===== src/rtl/core_pkg.sv =====
// Shared RV32I core constants and types: register indexing, the outstanding-load
// counter width and a one-hot decode helper.
package core_pkg;

    localparam int NUM_REGS = 32;
    localparam int REG_W    = 5;
    localparam int CNT_W    = 4;

    typedef logic [REG_W-1:0] reg_idx_t;
    typedef logic [CNT_W-1:0] cnt_t;

    localparam reg_idx_t REG_ZERO = 5'd0;

    function automatic logic [NUM_REGS-1:0] idx_onehot(input reg_idx_t idx);
        return {{(NUM_REGS-1){1'b0}}, 1'b1} << idx;
    endfunction

endpackage


===== src/rtl/load_scoreboard_if.sv =====
// Decode/writeback bundle between the issue stage and the load scoreboard.
// master = pipeline side, slave = scoreboard.
interface load_scoreboard_if;
    import core_pkg::*;

    logic     id_valid;
    reg_idx_t id_rs1;
    reg_idx_t id_rs2;
    logic     id_use_rs1;
    logic     id_use_rs2;
    reg_idx_t id_rd;
    logic     id_reg_write;
    logic     id_is_load;
    logic     wb_valid;
    reg_idx_t wb_rd;
    logic     stall;
    cnt_t     outst_cnt;
    logic     full;
    logic     err;

    modport master (
        output id_valid, id_rs1, id_rs2, id_use_rs1, id_use_rs2, id_rd,
               id_reg_write, id_is_load, wb_valid, wb_rd,
        input  stall, outst_cnt, full, err
    );

    modport slave (
        input  id_valid, id_rs1, id_rs2, id_use_rs1, id_use_rs2, id_rd,
               id_reg_write, id_is_load, wb_valid, wb_rd,
        output stall, outst_cnt, full, err
    );

endinterface


===== src/rtl/outst_counter.sv =====
// Saturating up/down counter of in-flight memory operations with a registered
// full flag and an underflow indication; shared by the load scoreboard and store buffer.
module outst_counter
    import core_pkg::*;
#(
    parameter int MAX = 4
) (
    input  logic clk,
    input  logic rst_n,
    input  logic inc_i,
    input  logic dec_i,
    output cnt_t cnt_o,
    output logic full_o,
    output logic underflow_o
);

    localparam cnt_t MAX_C = cnt_t'(MAX);

    cnt_t cnt_q;
    cnt_t cnt_d;
    logic full_q;
    logic full_d;

    // Next count: a decrement at zero is dropped, an increment at MAX is dropped.
    always_comb begin
        cnt_d = cnt_q;
        case ({inc_i, dec_i})
            2'b10: begin
                if (cnt_q != MAX_C) cnt_d = cnt_q + 4'd1;
                else                cnt_d = cnt_q;
            end
            2'b01: begin
                if (cnt_q != 4'd0) cnt_d = cnt_q - 4'd1;
                else               cnt_d = cnt_q;
            end
            2'b11: begin
                if (cnt_q == 4'd0) cnt_d = 4'd1;
                else               cnt_d = cnt_q;
            end
            default: cnt_d = cnt_q;
        endcase
        full_d = (cnt_d == MAX_C);
    end

    // Count and full flag registers.
    always_ff @(posedge clk or negedge rst_n) begin
        if (!rst_n) begin
            cnt_q  <= 4'd0;
            full_q <= 1'b0;
        end else begin
            cnt_q  <= cnt_d;
            full_q <= full_d;
        end
    end

    assign cnt_o       = cnt_q;
    assign full_o      = full_q;
    assign underflow_o = dec_i && (cnt_q == 4'd0);

endmodule


===== src/rtl/load_scoreboard.sv =====
// Load scoreboard: stalls decode on RAW/WAW against in-flight loads and on load capacity.
// Optional LOAD_SCOREBOARD_WB_BYPASS_EN lets decode proceed in the writeback cycle.
module load_scoreboard
    import core_pkg::*;
#(
    parameter int MAX_OUTST = 4
) (
    input  logic               clk,
    input  logic               rst_n,
    load_scoreboard_if.slave   sb
);

    logic [NUM_REGS-1:0] pending_q;
    logic [NUM_REGS-1:0] pending_d;
    logic [NUM_REGS-1:0] pending_eff_s;
    logic [NUM_REGS-1:0] wb_mask_s;
    logic [NUM_REGS-1:0] set_mask_s;
    logic                err_q;
    logic                err_d;
    logic                raw1_s;
    logic                raw2_s;
    logic                waw_s;
    logic                cap_s;
    logic                stall_s;
    logic                load_issue_s;
    logic                underflow_s;
    logic                full_s;
    cnt_t                cnt_s;

    // Register being released by the returning load this cycle.
    always_comb begin
        if (sb.wb_valid) wb_mask_s = idx_onehot(sb.wb_rd);
        else             wb_mask_s = '0;
    end

`ifdef LOAD_SCOREBOARD_WB_BYPASS_EN
    // MEM/WB forwarding supplies the returning data, so that register is not a hazard.
    assign pending_eff_s = pending_q & ~wb_mask_s;
`else
    assign pending_eff_s = pending_q;
`endif

    // Hazard detection against the decode-stage instruction.
    always_comb begin
        raw1_s       = sb.id_use_rs1   && (sb.id_rs1 != REG_ZERO) && pending_eff_s[sb.id_rs1];
        raw2_s       = sb.id_use_rs2   && (sb.id_rs2 != REG_ZERO) && pending_eff_s[sb.id_rs2];
        waw_s        = sb.id_reg_write && (sb.id_rd  != REG_ZERO) && pending_eff_s[sb.id_rd];
        cap_s        = sb.id_is_load   && full_s;
        stall_s      = sb.id_valid && (raw1_s || raw2_s || waw_s || cap_s);
        load_issue_s = sb.id_valid && !stall_s && sb.id_is_load;
    end

    // Next pending vector and sticky error; a new load's set wins over a same-index clear.
    always_comb begin
        if (load_issue_s && (sb.id_rd != REG_ZERO)) set_mask_s = idx_onehot(sb.id_rd);
        else                                        set_mask_s = '0;
        pending_d = (pending_q & ~wb_mask_s) | set_mask_s;
        err_d     = err_q || underflow_s ||
                    (sb.wb_valid && (sb.wb_rd != REG_ZERO) && !pending_q[sb.wb_rd]);
    end

    // Pending vector and error flag registers.
    always_ff @(posedge clk or negedge rst_n) begin
        if (!rst_n) begin
            pending_q <= '0;
            err_q     <= 1'b0;
        end else begin
            pending_q <= pending_d;
            err_q     <= err_d;
        end
    end

    outst_counter #(
        .MAX (MAX_OUTST)
    ) u_cnt (
        .clk         (clk),
        .rst_n       (rst_n),
        .inc_i       (load_issue_s),
        .dec_i       (sb.wb_valid),
        .cnt_o       (cnt_s),
        .full_o      (full_s),
        .underflow_o (underflow_s)
    );

    assign sb.stall     = stall_s;
    assign sb.outst_cnt = cnt_s;
    assign sb.full      = full_s;
    assign sb.err       = err_q;

endmodule


===== src/flat_wrapper.sv =====
// flat-port wrapper written by rule: the top's interface ports become plain ports
module load_scoreboard_flat import core_pkg::*;
#(
    parameter int MAX_OUTST = 4
)
  (clk, rst_n, sb_id_valid, sb_id_rs1, sb_id_rs2, sb_id_use_rs1, sb_id_use_rs2, sb_id_rd, sb_id_reg_write, sb_id_is_load, sb_wb_valid, sb_wb_rd, sb_stall, sb_outst_cnt, sb_full, sb_err);
  load_scoreboard_if sb_i ();
  input  logic clk;
  input  logic rst_n;
  input wire logic [$bits(sb_i.id_valid)-1:0] sb_id_valid;
  input wire logic [$bits(sb_i.id_rs1)-1:0] sb_id_rs1;
  input wire logic [$bits(sb_i.id_rs2)-1:0] sb_id_rs2;
  input wire logic [$bits(sb_i.id_use_rs1)-1:0] sb_id_use_rs1;
  input wire logic [$bits(sb_i.id_use_rs2)-1:0] sb_id_use_rs2;
  input wire logic [$bits(sb_i.id_rd)-1:0] sb_id_rd;
  input wire logic [$bits(sb_i.id_reg_write)-1:0] sb_id_reg_write;
  input wire logic [$bits(sb_i.id_is_load)-1:0] sb_id_is_load;
  input wire logic [$bits(sb_i.wb_valid)-1:0] sb_wb_valid;
  input wire logic [$bits(sb_i.wb_rd)-1:0] sb_wb_rd;
  output wire logic [$bits(sb_i.stall)-1:0] sb_stall;
  output wire logic [$bits(sb_i.outst_cnt)-1:0] sb_outst_cnt;
  output wire logic [$bits(sb_i.full)-1:0] sb_full;
  output wire logic [$bits(sb_i.err)-1:0] sb_err;
  assign sb_i.id_valid = sb_id_valid;
  assign sb_i.id_rs1 = sb_id_rs1;
  assign sb_i.id_rs2 = sb_id_rs2;
  assign sb_i.id_use_rs1 = sb_id_use_rs1;
  assign sb_i.id_use_rs2 = sb_id_use_rs2;
  assign sb_i.id_rd = sb_id_rd;
  assign sb_i.id_reg_write = sb_id_reg_write;
  assign sb_i.id_is_load = sb_id_is_load;
  assign sb_i.wb_valid = sb_wb_valid;
  assign sb_i.wb_rd = sb_wb_rd;
  assign sb_stall = sb_i.stall;
  assign sb_outst_cnt = sb_i.outst_cnt;
  assign sb_full = sb_i.full;
  assign sb_err = sb_i.err;
  load_scoreboard #(.MAX_OUTST(MAX_OUTST)) u_core (.clk(clk), .rst_n(rst_n), .sb(sb_i));
endmodule

===== config.mk =====
export PLATFORM = sky130hd
export DESIGN_NAME = load_scoreboard_flat
export DESIGN_NICKNAME = d
export VERILOG_FILES = /design/src/rtl/core_pkg.sv /design/src/rtl/load_scoreboard_if.sv /design/src/rtl/outst_counter.sv /design/src/rtl/load_scoreboard.sv /design/src/flat_wrapper.sv
export SDC_FILE = /design/constraint.sdc
export NUM_CORES = 1
export LEC_CHECK = 0
export CAP_MARGIN = 20
export CORE_MARGIN = 3
export CORE_UTILIZATION = 55
export DETAILED_ROUTE_END_ITERATION = 8
export PLACE_DENSITY = 0.88
export RECOVER_POWER = 50
export SYNTH_ARGS = -nofsm -noshare
export SYNTH_HDL_FRONTEND = slang
export SYNTH_SLANG_ARGS = --single-unit

===== constraint.sdc =====
create_clock -name clk -period 3.5 [get_ports clk]
set_clock_uncertainty 0.1 [all_clocks]
set_input_delay 0.35 -clock clk [delete_from_list [all_inputs] [get_ports clk]]
set_output_delay 0.35 -clock clk [all_outputs]
set_load 0.02 [all_outputs]

==> results by group, run 1 <==
Floorplanning
  • CORE AREA: 4911 um^2
  • Chip width: 78.82 um
  • Boundary Pins: 35
  • Die ar.: 6213 um^2
  • Row count: 25
  • Die height: 78.82 um
  • Initial cell density of the core: 0.5939

Layout
  • Ratio of cells with drive above 1 in the final layout: 0.1909
  • Nets@finish: 339
  • Post-route cell area: 3516 um^2
  • Fill count: 334
  • Ant. Diodes: 0
  • Non-Filler Instances: 376
  • Area delta synth->final: 20.55%

Run status
  • Failing checks: max-capacitance violations, max-slew violations
  • Status: complete, but fails checks

Clock tree
  • # H-tree levels: 2
  • CTS Buf Count: 5
  • Clock transition at path regs: 0.08 ns
  • CTS Sinks: 38
  • CTS tree: built
  • Post-CTS Setup Bufs: 0
  • Root buffer cell: clkbuf_8
  • Worst-Skew Late Latency: 0.30 ns
  • Hold buffers post-CTS: 0
  • Clock Tree Buf Depth: 2

Worst setup path
  • Kind of critical path: in -> reg
  • Critical Path RT: 3.61 ns
  • Critical path, cell by cell: clkdlybuf4s50_1 -> mux4_2 -> mux2i_1 -> a31oi_1 -> o211ai_1 -> nor4b_4 -> buf_4 -> nor2b_1 -> buf_4 -> nand3_1 -> o21ai_0
  • R2r setup slk: 0.28 ns
  • WP data arrival: 3.35 ns
  • Largest stage delay on the critical path: 0.71 ns
  • Crit Path Max Fanout: 9
  • CP Capture Type: flop
  • Most used cell, CP: buf_4
  • FF-to-FF path depth: 11
  • CP max-delay cell: clkdlybuf4s50_1
  • Worst Setup Start Kind: input pin

Logic synthesis
  • Ys async rst share: 1.000
  • Net Count, Synth: 302
  • Post-synth top area share: 0.3260
  • Top FF cell, synth: dfrtp_1
  • Post-synth cell types: 42
  • Commonest cells post-synth: 66 x o21ai_0, 38 x dfrtp_1, 26 x mux4_2, 17 x mux2i_1, 17 x nand2_1
  • Synth Warn #: 0
  • Syn avg cell area: 10.76 um^2
  • Most area-consuming cells after synthesis: dfrtp_1 33%, mux4_2 20%, o21ai_0 11%
  • Synthesized cell area: 2917 um^2
  • Synth area leader: dfrtp_1
  • Post-synth EDFFs: 0
  • Yosys reg bits: 38
  • Most numerous cell in the Yosys netlist: o21ai_0
  • Cells after Synth: 271
  • Sequential-to-total area share from yosys stat: 0.3260

Global routing
  • Vias in the first global route: 2855
  • Antenna violations before repair: 0
  • GRT Overall Usage: 0.3179
  • First-pass GRT wire length: 14930 um
  • Gr ovfl total: 0
  • Largest net degree at the start of global routing: 39

Pwr
  • Leakage: 1.422 nW
  • Power Internal: 1.182 mW
  • Switching Share: 0.3611
  • VDD IR max: 0.3133 mV
  • Clock share of power: 0.250
  • Net switching power figure: 668.1 uW
  • Reg power frac: 0.374
  • Combinational share of power: 0.376
  • PwrDens: 526.2 nW/um^2

STA
  • Hold violation count in the final report: 0
  • Slew HR: -0.3204
  • Slew Viols, Final: 39
  • WHS: 0.3609 ns
  • FMAX: 308.7 MHz
  • RSZ-0062 raised after global routing: false
  • Setup TNS: 0 ns
  • Setup Viol. Count Final: 0
  • Worst-margin pin slew: 1.981 ns
  • Min Clock Period, post-route: 3.240 ns
  • Final Cycle Share: 0.9257

Detailed routing
  • Via count: 2769
  • Post-route ant nets: 0
  • Avg Vias per Cell: 7.364
  • WL/cell: 24.59 um
  • DRC: 0
  • Initial DRC Count: 432
  • Total Wirelength: 9245 um
  • Detailed Routing Iterations Pass 1: 5

Min path
  • Worst Hold Depth: 1
  • Hold crit path type: reg -> reg

Placement
  • Post-DP HPWL: 6370 um
  • Dpl cells: 368
  • IO Port Bufs: 34
  • Placed cell area: 3374 um^2
  • Gpl congestion: 0.9903

Run
  • Max-Cap Viols: 1
worst paths after layout:
kind / to / startpoint
setup / recovery: u_core.pending_eff_s[26] / sb_id_rs1[1]
hold / removal: u_core.sb.err / u_core.sb.err
setup reg to reg: u_core.pending_eff_s[26] / u_core.pending_eff_s[7]
hold reg to reg: u_core.sb.err / u_core.sb.err
max in group asynchronous: u_core.sb.err / rst_n
min in group asynchronous: u_core.pending_eff_s[19] / rst_n
cell usage in the layout, fill, tap and decap left out, types with 2 or more instances in the layout:
cell	synthesis	layout
nand2_1	17	17
nand3_1	7	7
nor2_1	11	11
mux2_2	2	2
nor2b_1	9	9
o211ai_1	2	2
nand3b_1	3	3
inv_1	4	4
ha_1	3	3
dfrtp_1	38	38
buf_4	0	13
mux4_1	6	6
a31oi_1	3	3
dlygate4sd3_1	0	3
dlygate4sd2_1	0	3
nand4b_1	3	3
clkdlybuf4s50_1	0	26
or2_2	3	3
nand2b_1	7	7
clkbuf_8	0	5
o21ai_0	66	66
mux4_2	26	26
a211oi_1	3	3
or4_1	2	2
and3_1	3	3
mux2i_1	17	17
bufinv_16	0	2
timing repair:
item	CTS	global route
endpoints found under the setup margin	1	1
pin swaps	0	0
resized for setup	4	1
routing by layer:
| metal | wire (um) | share of wire | global-route usage | vias up |
|---|---|---|---|---|
| met2 | 4283 | 0.46 | 0.4898 | 252 |
| met4 | 612 | 0.066 | 0.2062 | 0 |
| met1 | 3175 | 0.34 | 0.3968 | 1319 |
| met3 | 1174 | 0.13 | 0.08390 | 68 |
| li1 | - | - | - | 1130 |
| met5 | 0 | 0 | 0 | - |
power by group through the flow:
stage               Clock [mW]  Sequential, mW  Combinational [mW]
floorplan                    0           0.651               0.424
global placement             0           0.672               0.639
detailed placement           0           0.681               0.671
CTS                      0.461           0.675               0.694
global route             0.485           0.696               0.748
finish                   0.462           0.692               0.695
registers in the layout (all words and copies together), names as in the netlist:
register and flops:
u_core.sb.err 1, u_core.u_cnt.cnt_o 4, u_core.u_cnt.full_o 1, u_core.pending_eff_s 32
layout make-up:
cell class                 count  area [um^2]  share of cell area
clock buffer                   5        68.82             0.01957
clock inverter                 3        68.82             0.01957
inverter                       4        15.01            0.004270
multi-input combinational    211         1878              0.5342
sequential                    38        950.9              0.2705
tap                           67        83.83             0.02384
timing repair buffer          48        450.4              0.1281
logic make-up after synthesis:
group,count (synthesis),share of synthesized area
AND/OR/NAND/NOR,74,0.1471
adder cells (fa/ha/maj),3,0.01287
buffers and inverters,22,0.03217
AO/OA/AOI/OAI,82,0.1557
multiplexers,52,0.3260
flip-flops,38,0.3260
stage by stage:
stage          utilization  worst slack (ns)  power, mW
5_1_grt             0.7159            0.1124      1.928
4_1_cts             0.7157           0.07273      1.830
3_5_place_dp        0.6871           -0.2247      1.352
3_3_place_gp        0.6871          -0.09119      1.310
2_1_floorplan            -            0.3087      1.074
6_report            0.7159            0.2601      1.850
critical path, delay by kind of cell:
| family | cells | cell delay, ns |
|---|---|---|
| buffers and inverters | 3 | 1.12 |
| multiplexers | 2 | 0.77 |
| AO/OA/AOI/OAI | 3 | 0.48 |
| AND/OR/NAND/NOR | 3 | 0.62 |
Power figures use the tool's default switching activity.
==> run 2: changes to the inputs <==
RECOVER_POWER = unset   (was 50)
==> run 2 against run 1 <==
Compared with the run above:
- the flow now finishes without violations
- register-to-register slack about the same
- final cell count unchanged
- global-route usage is the same
- sequential power about the same
- utilization hardly changed
- flip-flop and latch count is the same
- total power grew 0.27%
- clock power about the same
- routed wire length fell by 0.13%
- die area unchanged
- clock-buffer cell count is the same
- combinational power increased by 0.7%
- largest cell class unchanged
- largest power group unchanged
- highest routed layer unchanged
==> results by group, run 2 (synthesis gave the netlist of run 1 again) <==
STA
  • Hold violation count in the final report: 0 (unchanged)
  • Slew Viols, Final: 0 (-100%)
  • FMAX: 309.6 MHz (+0.32%)
  • Slew HR: 0.4481 (+0.7686)
  • RSZ-0062 raised after global routing: false
  • Setup Viol. Count Final: 0 (unchanged)
  • Min Clock Period, post-route: 3.230 ns (-0.01020 ns)
  • Worst-margin pin slew: 0.8278 ns (-1.153 ns)
  • Final Cycle Share: 0.9228 (-0.002913)

Layout
  • Area delta synth->final: 20.59% (about the same)
  • Nets@finish: 339 (unchanged)
  • Largest register FFs: 32 (unchanged)
  • Ant. Diodes: 0 (unchanged)
  • Ratio of cells with drive above 1 in the final layout: 0.1942 (+0.003236)
  • Non-Filler Instances: 376 (unchanged)
  • Commonest non-fill, non-tap cell in the layout: o21ai_0
  • Final core occ: 0.7162 (about the same)
  • Commonest non-fill, non-tap cells in the layout: 66 x o21ai_0, 38 x dfrtp_1, 29 x clkdlybuf4s50_1

Detailed routing
  • Via count: 2774 (+0.18%)
  • Initial DRC Count: 433 (+0.23%)
  • Total Wirelength: 9233 um (-0.13%)
  • DRC: 0 (unchanged)
  • WL/cell: 24.56 um (-0.13%)
  • Detailed Routing Iterations Pass 1: 5 (unchanged)
  • Avg Vias per Cell: 7.378 (+0.18%)
  • Post-route ant nets: 0 (unchanged)

Floorplanning
  • Die ar.: 6213 um^2 (unchanged)
  • Boundary Pins: 35 (unchanged)
  • CORE AREA: 4911 um^2 (unchanged)
  • Chip width: 78.82 um (unchanged)
  • Row count: 25 (unchanged)
  • Die height: 78.82 um (unchanged)
  • Initial cell density of the core: 0.5939 (unchanged)

Worst setup path
  • R2r setup slk: 0.28 ns (about the same)
  • Kind of critical path: in -> reg
  • WP data arrival: 3.34 ns (about the same)
  • CP Capture Type: flop
  • Worst Setup Start Kind: input pin
  • Critical Path RT: 3.61 ns (about the same)
  • Crit Path Max Fanout: 9 (unchanged)

Run status
  • Status: completed

Clock tree
  • Post-CTS Setup Bufs: 0 (unchanged)
  • CTS tree: built
  • Clock transition at path regs: 0.08 ns (about the same)
  • Clock Tree Buf Depth: 2 (unchanged)
  • # H-tree levels: 2 (unchanged)
  • Root buffer cell: clkbuf_8
  • Hold buffers post-CTS: 0 (unchanged)
  • CTS Buf Count: 5 (unchanged)
  • Worst-Skew Late Latency: 0.30 ns (about the same)
  • CTS Sinks: 38 (unchanged)

Run
  • Max-Cap Viols: 0 (-1)

Global routing
  • Antenna violations before repair: 0 (unchanged)
  • Gr ovfl total: 0 (unchanged)
  • Largest net degree at the start of global routing: 39 (unchanged)
  • First-pass GRT wire length: 14930 um (unchanged)
  • Vias in the first global route: 2855 (unchanged)
  • GRT Overall Usage: 0.3179 (unchanged)

Pwr
  • Switching Share: 0.3607 (-0.0004751)
  • Combinational share of power: 0.378 (+0.002)
  • Reg power frac: 0.373 (about the same)
  • PwrDens: 527.5 nW/um^2 (+0.24%)
  • Clock share of power: 0.249 (about the same)
  • VDD IR max: 0.3122 mV (-0.34%)
  • Power consumption: 1.855 mW (+0.27%)
  • Net switching power figure: 669.1 uW (+0.14%)
  • Leakage: 1.424 nW (+0.13%)
  • Power Internal: 1.186 mW (+0.35%)

Placement
  • Gpl congestion: 0.9903 (unchanged)
  • Dpl cells: 368 (unchanged)
  • IO Port Bufs: 34 (unchanged)
  • Post-DP HPWL: 6370 um (unchanged)

Min path
  • Hold crit path type: in -> async
==> run 2: repair_timing <==
item / in CTS / in global routing
pin swaps: 0 / 0
setup endpoints to repair: 1 / 1
resized for setup: 4 / 1
==> run 2: critical path, cell delays in order <==
cell and delay, ns:
clkdlybuf4s50_1 0.71, mux4_2 0.57, mux2i_1 0.20, a31oi_1 0.12, o211ai_1 0.14, nor4b_4 0.29, buf_4 0.23, nor2b_1 0.20
buf_4 0.17, nand3_1 0.14, o21ai_0 0.22
==> run 2: power by group through the flow <==
stage,Combinational (mW),Clock (mW),Sequential (mW)
finish,0.700,0.462,0.693
global route,0.751,0.485,0.696
CTS,0.694,0.461,0.675
detailed placement,0.671,0,0.681
global placement,0.639,0,0.672
floorplan,0.424,0,0.651
==> run 2: per-stage QoR <==
stage / hold WS (ns) / setup WS (ns) / setup TNS (ns) / cell area, um^2
floorplan: -0.04559 / 0.3087 / 0 / 2917
global placement: 0.3550 / -0.09119 / -0.6607 / 3374
detailed placement: 0.3603 / -0.2247 / -4.515 / 3374
CTS: 0.06830 / 0.07273 / 0 / 3515
global route: 0.09683 / 0.1124 / 0 / 3517
finish: 0.04051 / 0.2703 / 0 / 3517
==> run 2: area by class of cell <==
cell class,count,area [um^2]
inverters,4,15.01
clock buffers,5,68.82
repair buffers,48,451.7
well taps,67,83.83
clock inverters,3,68.82
multi-input cells,211,1878
fillers,334,1394
flip-flops and latches,38,950.9
==> run 2: per-layer routing <==
layer	GRT usage	vias up	share of wire
met4	0.2062	0	0.065
met1	0.3968	1339	0.35
met2	0.4898	236	0.47
met3	0.08390	67	0.12
li1	-	1132	-
met5	0	-	0
==> run 2: final timing paths <==
path	start	endpoint	cells past startpoint
hold reg to reg	u_core.sb.err	u_core.sb.err	1
setup / recovery	sb_id_rs1[1]	u_core.pending_eff_s[26]	11
setup reg to reg	u_core.pending_eff_s[6]	u_core.pending_eff_s[26]	11
min in group clk	u_core.sb.err	u_core.sb.err	1
hold / removal	rst_n	u_core.pending_eff_s[19]	1
max in group asynchronous	rst_n	u_core.sb.err	1
==> run 3: changes to the inputs <==
CORE_UTILIZATION = 57   (was 55)
PLACE_DENSITY = 0.9   (was 0.88)
==> run 3 against run 2 <==
Compared with the run above:
- combinational power is 3.1% lower
- largest power group is now sequential cells
- global-route usage is 0.76 points lower
- sequential power is 0.6% lower
- routed wire length is 5.5% lower
- non-clock buffer count stayed put
- first-iteration DRC count is 0.92% higher
- final cell count stayed put
- largest cell class unchanged
- utilization is 0.49 points higher
- worst hold slack better by 0.016 ns
- register-to-register slack better by 0.06 ns
- via count is 1.5% lower
==> results by group, run 3 (synthesis gave the netlist of run 1 again) <==
STA
  • FMAX: 313.1 MHz (+1.1%)
  • Final Cycle Share: 0.9126 (-0.01017)
  • RSZ-0062 raised after global routing: false
  • Hold violation count in the final report: 0 (unchanged)
  • WHS: 0.05678 ns (+0.01627 ns)
  • Slew Viols, Final: 0 (unchanged)
  • Setup Viol. Count Final: 0 (unchanged)
  • Min Clock Period, post-route: 3.194 ns (-0.03561 ns)
  • Slew HR: 0.4369 (-0.01125)
  • Worst-margin pin slew: 0.8446 ns (+0.01687 ns)

Layout
  • Nets@finish: 339 (unchanged)
  • Largest register FFs: 32 (unchanged)
  • Ant. Diodes: 0 (unchanged)
  • Area delta synth->final: 19.86%
  • Fill count: 296 (-11%)
  • Commonest non-fill, non-tap cells in the layout: 66 x o21ai_0, 38 x dfrtp_1, 28 x clkdlybuf4s50_1
  • Commonest non-fill, non-tap cell in the layout: o21ai_0
  • Ratio of cells with drive above 1 in the final layout: 0.1942 (unchanged)
  • Multi-input gate area: 1876 um^2 (-0.13%)
  • FF+latch area: 950.9 um^2 (unchanged)

Placement
  • Gpl congestion: 0.9807 (-0.97%)
  • Post-DP HPWL: 6340 um (-0.48%)
  • IO Port Bufs: 34 (unchanged)

Detailed routing
  • Total Wirelength: 8722 um (-5.5%)
  • DRC: 0 (unchanged)
  • Avg Vias per Cell: 7.269 (-1.5%)
  • Via count: 2733 (-1.5%)
  • WL/cell: 23.20 um (-5.5%)
  • Initial DRC Count: 437 (+0.92%)
  • Post-route ant nets: 0 (unchanged)
  • Detailed Routing Iterations Pass 1: 6 (+1)

Pwr
  • Clock share of power: 0.210 (-0.039)
  • PwrDens: 494.8 nW/um^2 (-6.2%)
  • Leakage: 1.428 nW (+0.30%)
  • Power Internal: 1.101 mW (-7.2%)
  • Power consumption: 1.730 mW (-6.8%)
  • Switching Share: 0.3637 (+0.003051)
  • Net switching power figure: 629.1 uW (-6.0%)
  • Reg power frac: 0.398 (+0.025)
  • VDD IR max: 0.2610 mV (-16%)
  • Combinational share of power: 0.392 (+0.014)

Clock tree
  • CTS Sinks: 38 (unchanged)
  • Root buffer cell: clkbuf_8
  • Worst-Skew Late Latency: 0.29 ns (about the same)
  • # H-tree levels: 2 (unchanged)
  • CTS tree: built
  • Clock Tree Buf Depth: 2 (unchanged)
  • Post-CTS Setup Bufs: 0 (unchanged)
  • CTS Buf Count: 5 (unchanged)
  • Clock transition at path regs: 0.07 ns (about the same)

Worst setup path
  • Critical path, cell by cell: clkdlybuf4s50_1 -> mux4_2 -> mux4_2 -> o22ai_2 -> nor3_2 -> nor4b_4 -> buf_4 -> mux2i_1 -> a211o_1 -> nor4b_2
  • CP bufs+invs: 2 (-1)
  • Most used cell, CP: mux4_2
  • Largest stage delay on the critical path: 0.64 ns (-0.07 ns)
  • Critical Path RT: 3.60 ns (about the same)
  • Crit Path Max Fanout: 7 (-2)
  • Worst Setup Start Kind: input pin
  • CP Capture Type: flop
  • Kind of critical path: in -> reg
  • WP data arrival: 3.30 ns (-0.04 ns)
  • CP max-delay cell: clkdlybuf4s50_1
  • CP top delay family: multiplexers

Global routing
  • Gr ovfl total: 0 (unchanged)
  • Largest net degree at the start of global routing: 39 (unchanged)
  • Antenna violations before repair: 0 (unchanged)
  • GRT Overall Usage: 0.3103 (-0.007643)
  • Vias in the first global route: 2796 (-2.1%)
  • First-pass GRT wire length: 14410 um (-3.5%)

Floorplanning
  • Row count: 25 (unchanged)
  • Initial cell density of the core: 0.6015 (+0.007663)
  • Chip width: 77.53 um (-1.6%)
  • Boundary Pins: 35 (unchanged)
  • Die height: 77.53 um (-1.6%)
  • CORE AREA: 4848 um^2 (-1.3%)
  • Die ar.: 6011 um^2 (-3.2%)

Min path
  • Hold crit path type: in -> async

Run status
  • Status: completed

Run
  • Max-Cap Viols: 0 (unchanged)
==> run 3: layout make-up <==
type | instances | share of cell area
clock buffer | 5 | 0.01969
clock inverter | 3 | 0.01145
inverter | 4 | 0.004295
multi-input combinational | 211 | 0.5365
sequential | 38 | 0.2720
tap | 67 | 0.02398
timing repair buffer | 48 | 0.1321
==> run 3: repair_timing <==
item	4_1_cts	5_1_grt
hold endpoints to repair	0	0
hold buffers	0	0
gates resized for setup	3	4
setup endpoints to repair	1	1
==> run 3: final timing paths <==
path / from / to / slack (ns) / cells past startpoint
hold reg to reg: u_core.sb.err / u_core.sb.err / 0.39 / 1
setup reg to reg: u_core.pending_eff_s[7] / u_core.u_cnt.full_o / 0.34 / 10
hold / removal: rst_n / u_core.pending_eff_s[30] / 0.06 / 1
min in group clk: u_core.sb.err / u_core.sb.err / 0.39 / 1
setup / recovery: sb_id_rs2[2] / u_core.u_cnt.full_o / 0.31 / 10
max in group asynchronous: rst_n / u_core.pending_eff_s[11] / 2.70 / 1
==> run 3: routing by layer <==
layer  vias to the layer above  GRT usage  share of wire
li1                       1135          -              -
met1                      1293     0.3986           0.36
met2                       255     0.4896           0.47
met3                        50    0.09049           0.13
met4                         0     0.1388          0.039
met5                         -          0              0
==> run 3: metrics by stage <==
stage	cell area (um^2)	instances	setup slack [ns]	utilization	setup TNS, ns
global route	3496	376	0.1288	0.7210	0
floorplan	2917	271	0.3087	-	0
detailed placement	3374	368	-0.2333	0.6960	-0.5857
finish	3496	376	0.3059	0.7210	0
CTS	3485	376	0.06613	0.7187	0
global placement	3374	368	-0.1166	0.6960	-0.1660
==> run 3: power by group through the flow <==
stage	Sequential [mW]	Clock, mW	Combinational [mW]
finish	0.689	0.363	0.678
floorplan	0.651	0	0.424
CTS	0.672	0.369	0.669
global placement	0.667	0	0.625
global route	0.694	0.384	0.731
detailed placement	0.681	0	0.665
==> RTL change: new RTL, config.mk and constraints of run 1 <==
Take the reset off `pending_q` and load it in a clocked block of its own.
--- a/src/rtl/load_scoreboard.sv
+++ b/src/rtl/load_scoreboard.sv
@@ -62,12 +62,14 @@
     // Pending vector and error flag registers.
     always_ff @(posedge clk or negedge rst_n) begin
         if (!rst_n) begin
-            pending_q <= '0;
             err_q     <= 1'b0;
         end else begin
-            pending_q <= pending_d;
             err_q     <= err_d;
         end
+    end
+
+    always_ff @(posedge clk) begin
+        pending_q <= pending_d;
     end
 
     outst_counter #(
Check against the original RTL: not equivalent (a bounded check fails within 4 cycles, from zero or initial values and one cycle with rst_n low).
==> RTL change against run 1 <==
  * Register-to-register slack improved by 0.24 ns
  * Design area fell by 6.0%
  * Wire length fell by 9.5%
  * Power fell by 9.1%
  * Synthesized area fell by 5.5%
  * Via count fell by 3.9%
  * First-iteration DRC count fell by 31%
  * Sequential cell count did not move
  * Sequential power fell by 1%
  * Core utilization fell by 2.5 points
  * Worst setup slack got worse by 0.036 ns
  * Critical path type unchanged
  * Largest power group is now sequential cells
==> RTL change: results (changes against run 1) <==
.. list-table::
   :header-rows: 1

   * - Metric
     - Value
   * - Critical path launch point
     - sb_id_rd[0] (was sb_id_rs1[1])
   * - Transition time at the pin with the least slew margin
     - 0.605 ns (was 1.98 ns)
   * - Ratio of cells with drive above 1 in the final layout
     - 0.185 (was 0.191)
   * - Clock buffer cells
     - 6 (was 5)
   * - Placement Cell Area
     - 3200 um2 (was 3370 um2)
   * - Part of the power in combinational logic
     - 0.386 (was 0.376)
   * - Share of cell area taken by muxes after synthesis
     - 0.345 (was 0.326)
   * - Final weighted congestion in routability-driven placement
     - 1.02 (was 0.990)
   * - Count of unique library cells instantiated by Yosys
     - 43 (was 42)
   * - Layout clock area frac
     - 0.0329 (was 0.0391)
   * - Proportion of register bits with asynchronous set or reset after synthesis
     - 0.158 (was 1.00)
   * - Final period util
     - 0.936 (was 0.926)
   * - R2R depth
     - 10 (was 11)
   * - Register area
     - 791 um2 (was 951 um2)
   * - Number of buffers other than clock buffers in the final layout
     - 47 (was 48)
   * - DPL Wire Length
     - 6.27 mm (was 6.37 mm)
   * - Adder-Cell Fraction of Synth Area
     - 0.0136 (was 0.0129)
   * - Endpoint arrival time on the critical path
     - 3.38 ns (was 3.35 ns)
   * - Vias after detailed routing
     - 2662 (was 2769)
   * - Outcome
     - finished, final reports clean (was complete, but fails checks)
   * - Wire length of the first global-routing pass
     - 13.5 mm (was 14.9 mm)
   * - Non-clock buffers, area share
     - 0.131 (was 0.128)
   * - Average wire length per cell after detail routing
     - 22.3 um (was 24.6 um)
   * - Layout filler cell count
     - 359 (was 334)
   * - Area contributors post-synth
     - sky130_fd_sc_hd__dfxtp_1 (23%), sky130_fd_sc_hd__mux4_2 (21%), sky130_fd_sc_hd__o21ai_0 (12%) (was sky130_fd_sc_hd__dfrtp_1 (33%), sky130_fd_sc_hd__mux4_2 (20%), sky130_fd_sc_hd__o21ai_0 (11%))
   * - Global Route Usage Sum
     - 0.291 (was 0.318)
   * - DRT iter0 DRCs
     - 297 (was 432)
   * - Die area
     - 5900 um2 (was 6210 um2)
   * - Worst min path class
     - input pin to asynchronous set/reset pin (was register to register)
   * - Portion of total power attributed to sequential cells
     - 0.407 (was 0.374)
   * - Leakage power summed over all cells
     - 1.21 nW (was 1.42 nW)
   * - Switching power as a share of total power
     - 0.369 (was 0.361)
   * - Dominant cell by count in the synthesized netlist
     - sky130_fd_sc_hd__o21ai_0 (unchanged)
   * - Count of nets after finishing
     - 338 (was 339)
   * - Placement-stage worst setup slack
     - -0.194 ns (was -0.225 ns)
   * - Largest net degree at the start of global routing
     - 17 (was 39)
-- RTL change: metal layers --
layer | part of all wire | global-route usage | wire, um | up-vias
li1 | - | - | - | 1129
met1 | 0.37 | 0.355 | 3080 | 1255
met2 | 0.48 | 0.470 | 4010 | 237
met3 | 0.12 | 0.0763 | 992 | 41
met4 | 0.035 | 0.154 | 289 | 0
met5 | 0 | 0 | 0 | -
-- RTL change: repair_timing --
item                       in CTS  in global routing
resized for setup               1                  3
setup endpoints to repair       1                  6
gates cloned                    0                  0
pin swaps                       0                  0
-- RTL change: through the flow --
stage / util / setup TNS (ns) / cells / hold slack, ns / total power (W)
after detailed placement: 0.668 / -2.51 / 367 / 0.366 / 0.00133
after global routing: 0.690 / 0 / 375 / 0.258 / 0.00176
after floorplan: - / 0 / 271 / -0.0456 / 0.00107
after global placement: 0.668 / -0.351 / 367 / 0.351 / 0.00128
final: 0.690 / 0 / 375 / 0.248 / 0.00168
after CTS: 0.691 / 0 / 375 / 0.184 / 0.00167
-- RTL change: worst max-delay path: stages --
cell                              delay, ns
sky130_fd_sc_hd__clkdlybuf4s50_1       0.56
sky130_fd_sc_hd__buf_4                 0.22
sky130_fd_sc_hd__mux4_2                0.49
sky130_fd_sc_hd__nand3b_1              0.16
sky130_fd_sc_hd__a31oi_1               0.18
sky130_fd_sc_hd__a311oi_1              0.06
sky130_fd_sc_hd__buf_4                 0.18
sky130_fd_sc_hd__nor4b_4               0.32
sky130_fd_sc_hd__buf_6                 0.19
sky130_fd_sc_hd__mux2i_1               0.10
sky130_fd_sc_hd__a211o_1               0.33
sky130_fd_sc_hd__nor4b_2               0.24
-- RTL change: logic make-up (layout without fill, tap and decap cells) --
logic type	count (synthesis)	count (layout)
buf+inv	22	59
compound gates	82	82
flops	38	38
fa+ha+maj	3	3
simple gates	74	74
mux	52	52
